--- src/rtl/instruction_loader_pkg.sv ---
// Shared types and constants for the instruction loader.
// Optional feature: LOADER_CHECKSUM_EN adds the trailing checksum byte and the CHECK state.
package loader_pkg;

  // Counter width for a given number of bytes per word; never narrower than one bit.
  function automatic int unsigned byte_cnt_width(input int unsigned bytes);
    return (bytes > 1) ? $clog2(bytes) : 1;
  endfunction

  localparam int unsigned DEFAULT_INSTRUCTION_WIDTH = 32;
  localparam int unsigned BYTES_PER_WORD = DEFAULT_INSTRUCTION_WIDTH / 8;
  localparam int unsigned BYTE_CNT_WIDTH = byte_cnt_width(BYTES_PER_WORD);

  typedef enum logic [2:0] {
    StIdle  = 3'd0,
    StRecv  = 3'd1,
    StWrite = 3'd2,
`ifdef LOADER_CHECKSUM_EN
    StCheck = 3'd3,
`endif
    StDone  = 3'd4
  } loader_state_e;

endpackage

--- src/rtl/instruction_loader_if.sv ---
// Byte stream, memory write port and status bundle of the instruction loader.
// master: the host side (start request and byte source); slave: the loader itself.
interface instruction_loader_if #(
  parameter int unsigned PC_WIDTH          = 18,
  parameter int unsigned INSTRUCTION_WIDTH = 32
);
  logic                         start;
  logic [PC_WIDTH-1:0]          word_count;
  logic [7:0]                   byte_in;
  logic                         byte_valid;
  logic                         byte_ready;
  logic                         mem_we;
  logic [PC_WIDTH-1:0]          mem_addr;
  logic [INSTRUCTION_WIDTH-1:0] mem_wdata;
  logic                         fetch_hold;
  logic                         busy;
  logic                         done;
  logic                         error;

  modport master (
    output start, word_count, byte_in, byte_valid,
    input  byte_ready, mem_we, mem_addr, mem_wdata, fetch_hold, busy, done, error
  );

  modport slave (
    input  start, word_count, byte_in, byte_valid,
    output byte_ready, mem_we, mem_addr, mem_wdata, fetch_hold, busy, done, error
  );
endinterface

--- src/rtl/instruction_loader_byte_assembler.sv ---
// Little-endian byte-to-word assembler: byte k of a word lands in bits [8k+7:8k].
// 'word' shows the assembled value including a byte accepted this cycle, so the
// parent can capture a complete word on the same edge that takes its last byte.
module byte_assembler
  import loader_pkg::*;
#(
  parameter int unsigned INSTRUCTION_WIDTH = 32
) (
  input  logic                         clock,
  input  logic                         reset,
  input  logic                         clear,
  input  logic                         accept,
  input  logic [7:0]                   byte_in,
  output logic [INSTRUCTION_WIDTH-1:0] word,
  output logic                         word_complete
);
  localparam int unsigned BytesPerWord = INSTRUCTION_WIDTH / 8;
  localparam int unsigned CntWidth     = byte_cnt_width(BytesPerWord);
  localparam logic [CntWidth-1:0] LastIdx = CntWidth'(BytesPerWord - 1);

  logic [CntWidth-1:0]          cnt_q, cnt_d;
  logic [INSTRUCTION_WIDTH-1:0] word_q, word_d;

  // Place the incoming byte at the current slot and advance the byte counter.
  always_comb begin
    word_d = word_q;
    cnt_d  = cnt_q;
    if (clear) begin
      cnt_d = '0;
    end else if (accept) begin
      word_d[{cnt_q, 3'b000} +: 8] = byte_in;
      cnt_d = (cnt_q == LastIdx) ? '0 : cnt_q + 1'b1;
    end
  end

  assign word          = word_d;
  assign word_complete = accept && (cnt_q == LastIdx);

  // Byte counter and shift/placement register.
  always_ff @(posedge clock or negedge reset) begin
    if (!reset) begin
      cnt_q  <= '0;
      word_q <= '0;
    end else begin
      cnt_q  <= cnt_d;
      word_q <= word_d;
    end
  end

endmodule

--- src/rtl/instruction_loader.sv ---
// Instruction loader: streams bytes into instruction memory, one word per write,
// holding the fetch stage off while a load is in progress.
// Optional feature: LOADER_CHECKSUM_EN consumes one trailing XOR checksum byte
// after the last word and raises error in DONE on mismatch.
module instruction_loader
  import loader_pkg::*;
#(
  parameter int unsigned PC_WIDTH          = 18,
  parameter int unsigned INSTRUCTION_WIDTH = 32
) (
  input logic                 clock,
  input logic                 reset,
  instruction_loader_if.slave bus
);
  loader_state_e                state_q, state_d;
  logic [PC_WIDTH-1:0]          addr_q, addr_d;
  logic [PC_WIDTH-1:0]          count_q, count_d;
  logic [PC_WIDTH-1:0]          addr_inc;
  logic [PC_WIDTH-1:0]          mem_addr_q, mem_addr_d;
  logic [INSTRUCTION_WIDTH-1:0] mem_wdata_q, mem_wdata_d;
  logic                         start_ok;
  logic                         data_accept;
  logic [INSTRUCTION_WIDTH-1:0] asm_word;
  logic                         asm_complete;
`ifdef LOADER_CHECKSUM_EN
  logic [7:0]                   csum_q, csum_d;
  logic                         error_q, error_d;
`endif

  assign start_ok    = bus.start && ((state_q == StIdle) || (state_q == StDone));
  assign data_accept = (state_q == StRecv) && bus.byte_valid;
  assign addr_inc    = addr_q + 1'b1;

  byte_assembler #(
    .INSTRUCTION_WIDTH (INSTRUCTION_WIDTH)
  ) u_byte_assembler (
    .clock         (clock),
    .reset         (reset),
    .clear         (start_ok),
    .accept        (data_accept),
    .byte_in       (bus.byte_in),
    .word          (asm_word),
    .word_complete (asm_complete)
  );

  // Next-state, address/count bookkeeping and write-port capture.
  always_comb begin
    state_d     = state_q;
    addr_d      = addr_q;
    count_d     = count_q;
    mem_addr_d  = mem_addr_q;
    mem_wdata_d = mem_wdata_q;
`ifdef LOADER_CHECKSUM_EN
    csum_d      = csum_q;
    error_d     = error_q;
`endif
    case (state_q)
      StIdle, StDone: begin
        if (bus.start) begin
          count_d = bus.word_count;
          addr_d  = '0;
`ifdef LOADER_CHECKSUM_EN
          csum_d  = '0;
          error_d = 1'b0;
`endif
          state_d = (bus.word_count == '0) ? StDone : StRecv;
        end
      end
      StRecv: begin
        if (bus.byte_valid) begin
`ifdef LOADER_CHECKSUM_EN
          csum_d = csum_q ^ bus.byte_in;
`endif
          if (asm_complete) begin
            // Capture here so the write port holds steady outside the pulse.
            mem_addr_d  = addr_q;
            mem_wdata_d = asm_word;
            state_d     = StWrite;
          end
        end
      end
      StWrite: begin
        addr_d = addr_inc;
        if (addr_inc == count_q) begin
`ifdef LOADER_CHECKSUM_EN
          state_d = StCheck;
`else
          state_d = StDone;
`endif
        end else begin
          state_d = StRecv;
        end
      end
`ifdef LOADER_CHECKSUM_EN
      StCheck: begin
        if (bus.byte_valid) begin
          error_d = (bus.byte_in != csum_q);
          state_d = StDone;
        end
      end
`endif
      default: state_d = StIdle;
    endcase
  end

  // State, counters and write-port registers.
  always_ff @(posedge clock or negedge reset) begin
    if (!reset) begin
      state_q     <= StIdle;
      addr_q      <= '0;
      count_q     <= '0;
      mem_addr_q  <= '0;
      mem_wdata_q <= '0;
    end else begin
      state_q     <= state_d;
      addr_q      <= addr_d;
      count_q     <= count_d;
      mem_addr_q  <= mem_addr_d;
      mem_wdata_q <= mem_wdata_d;
    end
  end

`ifdef LOADER_CHECKSUM_EN
  // Running XOR of data bytes and the latched checksum verdict.
  always_ff @(posedge clock or negedge reset) begin
    if (!reset) begin
      csum_q  <= '0;
      error_q <= 1'b0;
    end else begin
      csum_q  <= csum_d;
      error_q <= error_d;
    end
  end
`endif

  // Status and handshake outputs decoded from the state register.
  always_comb begin
    bus.mem_we     = (state_q == StWrite);
    bus.mem_addr   = mem_addr_q;
    bus.mem_wdata  = mem_wdata_q;
    bus.done       = (state_q == StDone);
`ifdef LOADER_CHECKSUM_EN
    bus.byte_ready = (state_q == StRecv) || (state_q == StCheck);
    bus.busy       = (state_q == StRecv) || (state_q == StWrite) || (state_q == StCheck);
    bus.error      = error_q;
`else
    bus.byte_ready = (state_q == StRecv);
    bus.busy       = (state_q == StRecv) || (state_q == StWrite);
    bus.error      = 1'b0;
`endif
    bus.fetch_hold = bus.busy;
  end

endmodule

--- src/flat_wrapper.sv ---
// flat-port wrapper written by rule: the top's interface ports become plain ports
module instruction_loader_flat import loader_pkg::*;
#(
  parameter int unsigned PC_WIDTH          = 18,
  parameter int unsigned INSTRUCTION_WIDTH = 32
)
  (clock, reset, bus_start, bus_word_count, bus_byte_in, bus_byte_valid, bus_byte_ready, bus_mem_we, bus_mem_addr, bus_mem_wdata, bus_fetch_hold, bus_busy, bus_done, bus_error);
  instruction_loader_if #(.PC_WIDTH(PC_WIDTH), .INSTRUCTION_WIDTH(INSTRUCTION_WIDTH)) bus_i ();
  input logic clock;
  input logic reset;
  input wire logic [$bits(bus_i.start)-1:0] bus_start;
  input wire logic [$bits(bus_i.word_count)-1:0] bus_word_count;
  input wire logic [$bits(bus_i.byte_in)-1:0] bus_byte_in;
  input wire logic [$bits(bus_i.byte_valid)-1:0] bus_byte_valid;
  output wire logic [$bits(bus_i.byte_ready)-1:0] bus_byte_ready;
  output wire logic [$bits(bus_i.mem_we)-1:0] bus_mem_we;
  output wire logic [$bits(bus_i.mem_addr)-1:0] bus_mem_addr;
  output wire logic [$bits(bus_i.mem_wdata)-1:0] bus_mem_wdata;
  output wire logic [$bits(bus_i.fetch_hold)-1:0] bus_fetch_hold;
  output wire logic [$bits(bus_i.busy)-1:0] bus_busy;
  output wire logic [$bits(bus_i.done)-1:0] bus_done;
  output wire logic [$bits(bus_i.error)-1:0] bus_error;
  assign bus_i.start = bus_start;
  assign bus_i.word_count = bus_word_count;
  assign bus_i.byte_in = bus_byte_in;
  assign bus_i.byte_valid = bus_byte_valid;
  assign bus_byte_ready = bus_i.byte_ready;
  assign bus_mem_we = bus_i.mem_we;
  assign bus_mem_addr = bus_i.mem_addr;
  assign bus_mem_wdata = bus_i.mem_wdata;
  assign bus_fetch_hold = bus_i.fetch_hold;
  assign bus_busy = bus_i.busy;
  assign bus_done = bus_i.done;
  assign bus_error = bus_i.error;
  instruction_loader #(.PC_WIDTH(PC_WIDTH), .INSTRUCTION_WIDTH(INSTRUCTION_WIDTH)) u_core (.clock(clock), .reset(reset), .bus(bus_i));
endmodule
--- config.mk ---
export PLATFORM = sky130hd
export DESIGN_NAME = instruction_loader_flat
export DESIGN_NICKNAME = d
export VERILOG_FILES = /design/src/rtl/instruction_loader_pkg.sv /design/src/rtl/instruction_loader_if.sv /design/src/rtl/instruction_loader_byte_assembler.sv /design/src/rtl/instruction_loader.sv /design/src/flat_wrapper.sv
export SDC_FILE = /design/constraint.sdc
export NUM_CORES = 1
export LEC_CHECK = 0
export BUFFER_PORTS_ARGS = -buffer_cell sky130_fd_sc_hd__clkbuf_2
export CAP_MARGIN = 40
export CORE_MARGIN = 3
export CORE_UTILIZATION = 55
export CTS_CLUSTER_SIZE = 12
export DETAILED_ROUTE_END_ITERATION = 16
export PLACE_DENSITY = 0.82
export SKIP_LAST_GASP = 1
export SLEW_MARGIN = 10
export SYNTH_ARGS = -nofsm -noshare
export SYNTH_HDL_FRONTEND = slang
export SYNTH_SLANG_ARGS = --single-unit
--- constraint.sdc ---
create_clock -name clock -period 3.2 [get_ports clock]
set_clock_uncertainty 0.15 [all_clocks]
set_input_delay 0.32 -clock clock [delete_from_list [all_inputs] [get_ports clock]]
set_output_delay 0.32 -clock clock [all_outputs]
set_load 0.1 [all_outputs]
==> metrics.cfg <==
[outcome]
status = finished, final reports clean

[placement]
dp.final_hpwl_mm = 10.2
io_buffer_count = 84
place_congestion = 0.995
dp.cells = 730

[setup_path]
reg2reg_depth = 6
slowest_delay_ns = 0.77
timing.rr.start = u_core.addr_q[0]
critical_path_required_ns = 2.73
crit_slowest_cell = or3b_2
r2r_end = u_core.state_q[2]
cp_max_fo = 27
worstPathArrival_ns = 2.42
start_kind = flop
crit_family = simple AND/OR/NAND/NOR gates
worst-path-buf-inv = 2
r2r_slack_ns = 0.46
end_kind = output port
crit_chain = or3b_2 -> inv_1 -> clkbuf_2
crit_type = reg2out

[synthesis]
yosysWarningCount = 0
syn_inst = 535
synthesis.nets = 572
yosys.area.top_type = dfrtp_1
ys_top_cells_by_area = dfrtp_1 (53%), mux2_2 (13%), nand2_1 (5.7%)
synthFlopType = dfrtp_1
synth_top_area_share_pct = 53.5
synth_area_per_cell_um2 = 10.8
netlist_area_um2 = 5760
ys_seq_area_share_pct = 53.5
synth_edf_count = 0
ys_async_sr_fraction_pct = 100
synth_seq_cells = 123
ys_types = 54

[hold_path]
hold_path_depth = 3
holdPathEnd = u_core.u_byte_assembler.word_q[14]
min-delay-start = bus_byte_in[6]
min_path_type = in2reg

[floorplan]
die_h_um = 108
num_rows = 36
design.die.area_um2 = 11700
ios = 86
die_x_um = 108
start_util_pct = 57.8
core_area_um2 = 9950

[power_and_ir_drop]
p_sw_share_pct = 49.2
p_leak_nw = 3.32
combPwrFrac_pct = 45.7
internal-power_mw = 4.09
powerDensity_nw_per_um2 = 1130
p_switching_mw = 3.97
seqPwrFrac_pct = 31.0
p_clk_share_pct = 23.2
ir_drop_mv = 0.675

[clocking]
cts_buffers = 17
h-tree-depth = 4
cts_tree = yes
clock-sinks = 123
cts.reportedPaths.clkPinSlew_ns = 0.06
clk_latency_ns = 0.51
clk_root_buffer_cell = clkbuf_8
cts_buffer_depth = 2

[route]
ant_nets = 0
drc = 0
wl_per_cell_um = 18.5
wl_mm = 14.5
num_vias = 4548
met2_length_mm = 7.50
highest_layer = met4
drt-pass1-iter-count = 5
met3_length_um = 703
vias_per_cell = 5.79
drt_iter0_drc = 300
met1_length_mm = 5.85

[layout]
antenna_cells = 0
final_cells = 785
final_layout_size_suffix_gt1_share_pct = 31.4
area.growth.synth_to_final_pct = 23.7
final_nets = 676

[timing]
min_period_over_period_pct = 90.4
clock.fmax_mhz = 346
relSlewSlack_pct = 46.0
setup_viol = 0
rsz0062_at_grt = no
hold_viol = 0
worst_pin_slew_ns = 0.808
fin_crit_ns = 2.89
tns_ns = 0
slew_viol_final = 0

[global_route]
grt_pass1_vias = 4671
grt_pass1_wl_mm = 23.6
antenna_found_initial = 0
grt_use_total_pct = 26.3
overflow = 0
grt_max_degree = 46

[job]
drv_cap = 0

## what timing repair did
item                                    in CTS  in global routing
resized for setup                            0                  0
setup buffers                                0                  0
endpoints found under the setup margin       0                  0
hold buffers                                23                  0
hold endpoints to repair                    67                  0
## power by group through the flow
stage                     clock, mW  sequential, mW  combinational, mW
after floorplan                   0            4.18               1.19
after global placement            0            2.49               3.60
after detailed placement          0            2.52               3.66
after CTS                      1.89            2.50               3.70
after global routing           1.97            2.56               3.88
final                          1.87            2.50               3.69
## how the worst max path moves through the flow
stage / startpoint / endpoint / cells after the start
after global placement: u_core.addr_q[4] / u_core.state_q[2] / 6
after CTS: u_core.state_q[2] / bus_mem_we / 3
final: u_core.state_q[2] / bus_mem_we / 3
after detailed placement: u_core.addr_q[0] / u_core.state_q[2] / 6
after global routing: u_core.state_q[2] / bus_mem_we / 3
after floorplan: u_core.state_q[2] / bus_fetch_hold / 3
## cells by family after synthesis
| logic type | synth area share (%) |
|---|---|
| AO/OA/AOI/OAI | 10.6 |
| XOR/XNOR | 2.59 |
| adder cells (fa/ha/maj) | 1.52 |
| buffers and inverters | 3.30 |
| flip-flops | 53.5 |
| multiplexers | 13.5 |
| other | 0.0652 |
| AND/OR/NAND/NOR | 15.0 |
## placed cells by master, fill, tap and decap left out, types with 8 or more instances in the layout
| master | synthesis | routed |
|---|---|---|
| mux2_2 | 68 | 68 |
| nand2_1 | 87 | 87 |
| xnor2_1 | 13 | 13 |
| dfrtp_1 | 123 | 123 |
| nor4_1 | 8 | 8 |
| nand3_1 | 9 | 9 |
| buf_4 | 4 | 11 |
| o21ai_0 | 60 | 60 |
| a31oi_1 | 8 | 8 |
| clkbuf_16 | 0 | 16 |
| nor2_1 | 22 | 22 |
| clkbuf_2 | 1 | 83 |
| dlygate4sd3_1 | 0 | 23 |
## per-layer routing
layer	vias to the layer above	global-route usage, %
li1	2095	-
met1	2263	31.5
met2	154	45.9
met3	36	6.51
met4	0	10.0
met5	-	0
## area by class of cell
type                       instances  area (um2)
clock buffer                      18         418
tap                              133         166
fill                             719        2840
sequential                       123        3080
multi-input combinational        371        2500
timing repair buffer             119         768
inverter                           7        26.3
clock inverter                    14         161
## state kept, by name, summed over array words and instances (netlist names)
| register | count |
|---|---|
| u_core.bus.mem_addr | 18 |
| u_core.state_q | 3 |
| u_core.addr_q | 18 |
| u_core.u_byte_assembler.word_q | 32 |
| u_core.u_byte_assembler.cnt_q | 2 |
| u_core.bus.mem_wdata | 32 |
| u_core.count_q | 18 |
## per-stage QoR
| step | utilization (%) | setup WS (ns) | area (um2) | total power, mW | hold WS [ns] |
|---|---|---|---|---|---|
| 6_report | 71.5 | 0.307 | 7120 | 8.06 | 0.0327 |
| 5_1_grt | 71.5 | 0.214 | 7120 | 8.42 | 0.0102 |
| 4_1_cts | 71.5 | 0.296 | 7120 | 8.09 | 0.00112 |
| 3_5_place_dp | 63.4 | 0.524 | 6310 | 6.19 | 0.201 |
| 3_3_place_gp | 63.4 | 0.543 | 6310 | 6.09 | 0.194 |
| 2_1_floorplan | - | 0.0986 | 5770 | 5.37 | -0.126 |
## cell usage after synthesis, types with 2 or more instances
cell type,n
a31oi_1,8
a21oi_1,7
nand3_1,9
xnor2_1,13
or3b_2,2
o41ai_1,3
or4_1,4
nand2_1,87
nand4_1,7
o31ai_1,4
dfrtp_1,123
ha_1,7
inv_1,7
nor3_1,4
nor2b_1,5
a22o_1,2
nor4_1,8
buf_2,10
buf_4,4
and4_1,2
a211oi_1,2
and3_1,4
o21ai_1,2
o21ai_0,60
a21o_1,2
nand4_2,2
nor3b_1,5
nand2b_1,4
nand4b_1,3
and2_1,3
nor2_1,22
xor2_1,4
clkbuf_1,18
mux2_2,68
## tightest hold or removal path: stages
cell and delay, ns:
clkbuf_2 0.15, nand2_1 0.08, o21ai_0 0.09
No activity file was read; power rests on OpenSTA's default activity.
